## src/rtl/handshake_transmitter_pkg.sv

```systemverilog
// Shared link constants and the transmitter state type.
// SYNCWORD must be non-zero so the idle-low line can never look like a sync pattern.
package NetworkPkg;
  localparam int SYNC_BITS     = 8;
  localparam int ENC_HEAD_BITS = 16;
  localparam int FRAME_BITS    = SYNC_BITS + ENC_HEAD_BITS;

  localparam logic [SYNC_BITS-1:0] SYNCWORD = 8'hB4;

  // Terminal counts for the 8-bit per-state bit counter.
  localparam logic [7:0] SYNC_LAST = 8'(SYNC_BITS - 1);
  localparam logic [7:0] DATA_LAST = 8'(ENC_HEAD_BITS - 1);

  typedef enum logic [1:0] {IDLE, SYNC, DATA, DONE} tx_state_t;
endpackage

```

## src/rtl/handshake_transmitter_counter.sv

```systemverilog
// Up-counter with synchronous clear (priority) and count enable.
module counter #(
  parameter int WIDTH = 8
) (
  input  logic             clk,
  input  logic             rst_l,
  input  logic             i_clear,
  input  logic             i_enable,
  output logic [WIDTH-1:0] o_count
);
  logic [WIDTH-1:0] r_count;

  always_ff @(posedge clk or negedge rst_l) begin
    if (!rst_l)
      r_count <= '0;
    else if (i_clear)
      r_count <= '0;
    else if (i_enable)
      r_count <= r_count + 1'b1;
  end

  assign o_count = r_count;
endmodule

```

## src/rtl/handshake_transmitter_shift_reg.sv

```systemverilog
// Left-shifting frame register with parallel load (load wins over shift).
// o_msbNext is the MSB the register will hold after this edge.
module shift_reg #(
  parameter int WIDTH = 8
) (
  input  logic             clk,
  input  logic             rst_l,
  input  logic             i_load,
  input  logic             i_shift,
  input  logic [WIDTH-1:0] i_d,
  input  logic             i_serialIn,
  output logic             o_msbNext
);
  logic [WIDTH-1:0] r_q;
  logic [WIDTH-1:0] w_next;

  always_comb begin
    w_next = r_q;
    if (i_load)
      w_next = i_d;
    else if (i_shift)
      w_next = {r_q[WIDTH-2:0], i_serialIn};
  end

  always_ff @(posedge clk or negedge rst_l) begin
    if (!rst_l)
      r_q <= '0;
    else
      r_q <= w_next;
  end

  // Exposing the post-edge MSB lets the owner register the bit with one cycle of latency.
  assign o_msbNext = w_next[WIDTH-1];
endmodule

```

## src/rtl/handshake_transmitter.sv

```systemverilog
// Serialises SYNCWORD followed by the encoded packet, MSB first, onto the handshake wire.
// send_start in any state aborts the current frame and restarts from the freshly sampled data_in.
module handshake_transmitter
  import NetworkPkg::*;
(
  input  logic                     clk,
  input  logic                     rst_l,
  input  logic                     send_start,
  input  logic [ENC_HEAD_BITS-1:0] data_in,
  output logic                     serial_out,
  output logic                     send_done,
  output logic                     sending
);
  tx_state_t             r_state;
  logic                  r_serial;
  logic                  r_done;
  logic                  r_sending;
  logic [7:0]            w_count;
  logic                  w_msbNext;
  logic                  w_active;
  logic                  w_lastSync;
  logic                  w_lastData;
  logic [FRAME_BITS-1:0] w_loadValue;

  assign w_loadValue = {SYNCWORD, data_in};
  assign w_active    = (r_state == SYNC) || (r_state == DATA);
  assign w_lastSync  = (r_state == SYNC) && (w_count == SYNC_LAST);
  assign w_lastData  = (r_state == DATA) && (w_count == DATA_LAST);

  shift_reg #(.WIDTH(FRAME_BITS)) u_frame (
    .clk        (clk),
    .rst_l      (rst_l),
    .i_load     (send_start),
    .i_shift    (w_active),
    .i_d        (w_loadValue),
    .i_serialIn (1'b0),
    .o_msbNext  (w_msbNext)
  );

  // The counter restarts at every state entry, so it only ever counts up to the current phase length.
  counter #(.WIDTH(8)) u_bitCount (
    .clk      (clk),
    .rst_l    (rst_l),
    .i_clear  (send_start || w_lastSync || w_lastData),
    .i_enable (w_active),
    .o_count  (w_count)
  );

  always_ff @(posedge clk or negedge rst_l) begin
    if (!rst_l) begin
      r_state   <= IDLE;
      r_serial  <= 1'b0;
      r_done    <= 1'b0;
      r_sending <= 1'b0;
    end else if (send_start) begin
      r_state   <= SYNC;
      r_serial  <= w_msbNext;
      r_done    <= 1'b0;
      r_sending <= 1'b1;
    end else begin
      case (r_state)
        SYNC: begin
          r_serial <= w_msbNext;
          if (w_lastSync)
            r_state <= DATA;
        end
        DATA: begin
          if (w_lastData) begin
            r_state   <= DONE;
            r_serial  <= 1'b0;
            r_done    <= 1'b1;
            r_sending <= 1'b0;
          end else begin
            r_serial <= w_msbNext;
          end
        end
        default: r_serial <= 1'b0;
      endcase
    end
  end

  assign serial_out = r_serial;
  assign send_done  = r_done;
  assign sending    = r_sending;
endmodule

```

## config.mk

```make
export PLATFORM = sky130hd
export DESIGN_NAME = handshake_transmitter
export DESIGN_NICKNAME = d
export VERILOG_FILES = /design/src/rtl/handshake_transmitter_pkg.sv /design/src/rtl/handshake_transmitter_counter.sv /design/src/rtl/handshake_transmitter_shift_reg.sv /design/src/rtl/handshake_transmitter.sv
export SDC_FILE = /design/constraint.sdc
export NUM_CORES = 1
export LEC_CHECK = 0
export BUFFER_PORTS_ARGS = -buffer_cell sky130_fd_sc_hd__buf_2
export CORE_ASPECT_RATIO = 1.75
export CORE_MARGIN = 5
export CORE_UTILIZATION = 40
export DETAILED_ROUTE_END_ITERATION = 7
export PLACE_DENSITY = 0.58
export SLEW_MARGIN = 5
export SYNTH_ARGS = -nofsm -noshare
export SYNTH_HDL_FRONTEND = slang
export SYNTH_SLANG_ARGS = --single-unit
```

## constraint.sdc

```tcl
create_clock -name clk -period 1.6 [get_ports clk]
set_input_delay 0.16 -clock clk [delete_from_list [all_inputs] [get_ports clk]]
set_output_delay 0.16 -clock clk [all_outputs]
set_load 0.02 [all_outputs]
```

# --- Word level (Yosys, flattened, before mapping) ---
# Index checks and enable logic that the tools add are counted.
totals:
  register_bits: 37
  latch_bits: 0
  ram_bits: 0
  romBits: 0
  inputBits: 19
  output_inout_bits: 3
  wordCells: 43
  n_memories: 0
classes:
  addsub: 1
  n_mul: 0
  div_mod_pow: 0
  order_cmp: 0
  n_eq_ne: 6
  shifts: 0
  n_mux: 17
  bitwise: 0
  n_reduce_logical: 12
ops:
  columns: ["operator", "count"]
  rows:
  - ["two-way mux 24 bit", 2]
  - ["two-way mux 8 bit", 2]
  - ["adder 8 x 1 -> 8 bit, second input constant", 1]
  - ["== test 8 x 3 -> 1 bit, second input constant", 1]
  - ["== test 8 x 4 -> 1 bit, second input constant", 1]
  - ["two-way mux 1 bit", 8]
  - ["nonzero test 2 bit", 4]
  - ["two-way mux 2 bit", 3]
  - ["!= test 3 bit, second input constant", 2]
  - ["one-hot mux 2 bit (2 select lines)", 1]
  - ["logical OR 1 bit", 3]
  - ["AND reduction 3 bit", 1]
  - ["nonzero test 3 bit", 1]
  - ["== test 2 x 1 -> 1 bit, second input constant", 1]
  - ["== test 2 bit, second input constant", 1]
  - ["logical AND 1 bit", 2]
  - ["one-hot mux 1 bit (2 select lines)", 1]
  - ["AND reduction 2 bit", 1]

# --- Logic depth before layout (Yosys ltp) ---
logic_depth:
  depth_word: 7
  depth_mapped: 6
  depth_no_buf: 5

# --- Hierarchy ---
# A second synthesis with hierarchy kept.
unflattened:
  hier_cells: 173
  hier_area_um2: 1858.0
modules_own_cells:
  columns: ["mod", "n_inst", "cells_each", "area_per_inst_um2", "seq_area_each_um2"]
  rows:
  - ["shift_reg", 1, 104, 1127.3, 600.6]
  - ["counter", 1, 37, 396.6, 200.2]
  - ["handshake_transmitter", 1, 32, 334.1, 125.1]

# --- Worst setup path after synthesis ---
# OpenSTA, ideal clock, no wires.
synth_path:
  path_type: "flip-flop to flip-flop"
  from: "register r_state[0]"
  to: "register u_bitCount.r_count[7], in the netlist u_bitCount.o_count[7]"
  setup_time_ns: 0.073
  t_arrival_ns: 1.599
  required_time_ns: 1.527
  slack_ns: -0.072
  stages_incl_launch_ff: 7
  n_path_buf: 1
  period_less_slack_ns: 1.672
  path_cell_list: "dfrtp_1 inv_1 ha_1 buf_2 nand2b_4 or4_4 a21oi_2"
synth_between:
  elab_chain_cells: 5
  elab_cells_between_ends: 9
  cone_classes: "2 x eq/ne; 1 x mux; 6 x reduce/logical"
synth_rtl:
  columns: ["item", "line", "source"]
  rows:
  - ["start, declared", "handshake_transmitter.sv:14", "tx_state_t r_state;"]
  - ["start signal, assigned", "handshake_transmitter.sv:51", "r_state <= IDLE;"]
  - ["start signal, assigned", "handshake_transmitter.sv:56", "r_state <= SYNC;"]
  - ["start signal, assigned", "handshake_transmitter.sv:65", "r_state <= DATA;"]
  - ["== test 2 x 1 -> 1 bit", "handshake_transmitter.sv:26, handshake_transmitter.sv:27", null]
  - ["logical AND 1 bit", "handshake_transmitter.sv:27", "assign w_lastSync = (r_state == SYNC) && (w_count == SYNC_LAST);"]
  - ["logical OR 1 bit (2 in a row)", "handshake_transmitter.sv:44", ".i_clear (send_start || w_lastSync || w_lastData),"]
  - ["two-way mux 8 bit or nonzero test 2 bit (tied branches)", null, null]
  - ["end signal, assigned", "handshake_transmitter_counter.sv:19", "r_count <= r_count + 1'b1;"]
  - ["end, declared", "handshake_transmitter_counter.sv:11", "logic [WIDTH-1:0] r_count;"]
# Parallel ways exist; a longest one is shown, timed or not.
# A chain may end at the register's enable or synchronous reset.

# --- Worst setup path in the final report ---
layout_path:
  from: "register r_state[0]"
  to: "register u_bitCount.r_count[4], in the netlist u_bitCount.o_count[4]"
# The elaborated chain is that of the path after synthesis.

==> impl_metrics.csv <==
group,metric,value,unit
yosys,synth_area,0.00174,mm^2
timing,rsz0062_at_grt,"yes",
clock_network,post-cts-setup-buffers,0,
yosys,ys_ff_latch,36,
clock_network,numCtsBuffers,5,
place,dp_slack,0.00445,ns
min_path,hold-path-cell-count,3,
min_path,hold_path.class,"in -> reg",
floorplanning,num_rows,31,
final_layout,layout.nets,214,
power,powerDensity,977,mW/mm^2
timing,setup_slack,0.0472,ns
floorplanning,coreArea,0.00419,mm^2
global_routing,overflow,0,
clock_network,clk_pin_slew,0.07,ns
timing,skew,0.00521,ns
timing,relSlewSlack,0.695,
global_routing,grt_pass1_vias,1357,
timing,hold_viol_final,0,
clock_network,clkSinkCount,36,
final_layout,syn_to_final_growth,16.8,%
clock_network,clk_path_buf_depth,2,
critical_path,worstPathRequired,1.81,ns
yosys,yosysWarningCount,0,
place,placement.io_buffers,21,
status,status,"completed",
clock_network,htreeDepth,2,
yosys,synth_largest_area_cell,"dfrtp_1",
timing,fin_hold_ws,0.0790,ns
critical_path,rr_startpoint,"r_state[0]$_DFFE_PN0P_",
critical_path,crit_arrival,1.76,ns
detailed_routing,dr.pass1.iters,4,
detailed_routing,drtIter0Drc,20,
final_layout,diodes,0,
yosys,synth_common_cells,"dfrtp_1, mux2i_1, nand2_1, o21ai_0, a21oi_1",
clock_network,clk_latency,0.28,ns
critical_path,crit_fanout,9,
yosys,synth_async_sr_flop_share,1.00,
floorplanning,dieHeight,97.3,um
yosys,synth_edf_count,0,
detailed_routing,wirelength,3.24,mm
clock_network,root_buffer,"clkbuf_8",
place,gp_congestion,0.808,
flow_run,drv_cap,0,
detailed_routing,routedWlPerCell,13.4,um
yosys,synth_ff_type,"dfrtp_1",
power,ir_drop,0.791,mV
timing,fin_crit,1.55,ns
place,dpl.cell_count,233,
place,dp_hpwl,2.41,mm
yosys,yosys-top-cells-area,"dfrtp_1, mux2i_1, o21ai_0",
timing,fmax,0.644,GHz
final_layout,fin_area,0.00204,mm^2
yosys,syn_area_per_cell,10.5,um^2
power,fin_total_pwr,1.99,mW
detailed_routing,drc,0,
global_routing,grt_pass1_wl,5.89,mm
detailed_routing,antenna_left,0,
final_layout,fin_util,0.486,
yosys,ys_seq_area_frac,0.517,
power,leakage,0.875,nW
critical_path,startpoint_type,"register",
place,placed_cell_area,0.00192,mm^2
min_path,hp-start,"data_in[15]",
min_path,hold_end,"u_frame.r_q[15]$_DFFE_PN0P_",
timing,setup_viol,0,
detailed_routing,vias_per_cell,5.28,
critical_path,crit-reg2reg-capture,"u_bitCount.o_count[4]$_DFFE_PN0P_",
floorplanning,fp.dieW,59.9,um
yosys,synth_top_area_frac,0.517,
final_layout,finalNonFillerCells,241,
critical_path,cp-end-kind,"register",
yosys,synth_cells,166,
floorplanning,dieArea,0.00583,mm^2
timing,tightest_slew,0.458,ns
yosys,ys_types,34,
global_routing,antenna_found_initial,0,
floorplanning,pin_count,22,
global_routing,grt.total_usage,0.130,
floorplanning,start_util,0.416,
final_layout,drive_gt1_frac,0.245,
critical_path,timing.reg2reg.setup_slack,0.05,ns
critical_path,r2r_cells,5,
timing,final.setup.tns,0,ns
global_routing,grt_start_max_net_pins,37,
clock_network,cts_tree,"yes",
yosys,synth_nets,188,
timing,drv_slew,0,
yosys,synth.most_common_cell,"dfrtp_1",
detailed_routing,via_count,1273,
timing,finalCritPeriodShare,0.970,
critical_path,worstSetupPathType,"reg -> reg",
-- final cells by class --
| class | count | area, um^2 |
|---|---|---|
| clock buffer | 6 | 72.6 |
| clock inverter | 1 | 5.00 |
| fill | 405 | 2150 |
| inverter | 6 | 22.5 |
| multi-input combinational | 114 | 802 |
| sequential | 36 | 901 |
| tap | 49 | 61.3 |
| timing repair buffer | 29 | 171 |
-- power by group --
group	leakage (nW)	internal (mW)	switching (mW)	total, mW
clock network	0.0410	0.296	0.298	0.594
logic	0.388	0.172	0.178	0.350
registers	0.445	0.994	0.0503	1.04
total	0.875	1.46	0.527	1.99
-- critical path, cell delays in order (launching register included) --
cell	delay (ns)
dfrtp_1	0.38
inv_1	0.09
ha_4	0.21
buf_4	0.16
or3_2	0.48
a21oi_2	0.15
-- cells in the final DEF, fill, tap and decap left out, drive strengths merged, types with 2 or more instances in the layout --
cell / count
buf: 28
ha: 3
nand3: 3
inv: 6
nor2: 6
nor3b: 2
nand4: 2
nand2: 22
or3: 4
mux2i: 23
a21oi: 8
dfrtp: 36
clkbuf: 6
a21o: 2
a31o: 3
or4: 2
o21ai: 21
-- sequential cells by signal, summed over array words and instances, names as in the netlist --
signal and cells:
u_frame.r_q 23, r_state 2, sending 1, serial_out 1, send_done 1, u_bitCount.o_count 8
-- routing by layer --
metal	up-vias	GRT usage	share of wire
li1	634	-	-
met1	609	0.141	0.39
met2	22	0.228	0.55
met5	-	0	0
met4	0	0.0614	0.025
met3	8	0.0279	0.031
-- logic make-up (layout without fill, tap and decap cells) --
| family | Yosys count | in the layout | synth area share |
|---|---|---|---|
| flops | 36 | 36 | 0.517 |
| compound gates | 39 | 39 | 0.131 |
| buf+inv | 16 | 42 | 0.0395 |
| mux | 24 | 24 | 0.139 |
| fa+ha+maj | 3 | 3 | 0.0215 |
| simple gates | 47 | 47 | 0.148 |
| xor+xnor | 1 | 1 | 0.00503 |
-- worst max-delay path by stage --
| stage | startpoint | end | slack, ns | cells after the start |
|---|---|---|---|---|
| 2_1_floorplan | r_state[0]$_DFFE_PN0P_ | u_bitCount.o_count[5]$_DFFE_PN0P_ | 0.01 | 6 |
| 3_3_place_gp | r_state[1]$_DFFE_PN0P_ | u_bitCount.o_count[4]$_DFFE_PN0P_ | 0.06 | 4 |
| 3_5_place_dp | r_state[1]$_DFFE_PN0P_ | u_bitCount.o_count[4]$_DFFE_PN0P_ | 0.004 | 4 |
| 4_1_cts | r_state[0]$_DFFE_PN0P_ | u_bitCount.o_count[5]$_DFFE_PN0P_ | 0.01 | 5 |
| 5_1_grt | r_state[0]$_DFFE_PN0P_ | u_bitCount.o_count[4]$_DFFE_PN0P_ | -0.01 | 5 |
| 6_report | r_state[0]$_DFFE_PN0P_ | u_bitCount.o_count[4]$_DFFE_PN0P_ | 0.05 | 5 |
-- what timing repair did --
action                                 in CTS  in global routing
gates resized for setup                     1                  4
setup endpoints to repair                   1                  8
cloned                                      0                  0
endpoints found under the hold margin      36                  0
hold buffers                                1                  0
No activity file was read; power rests on OpenSTA's default activity.
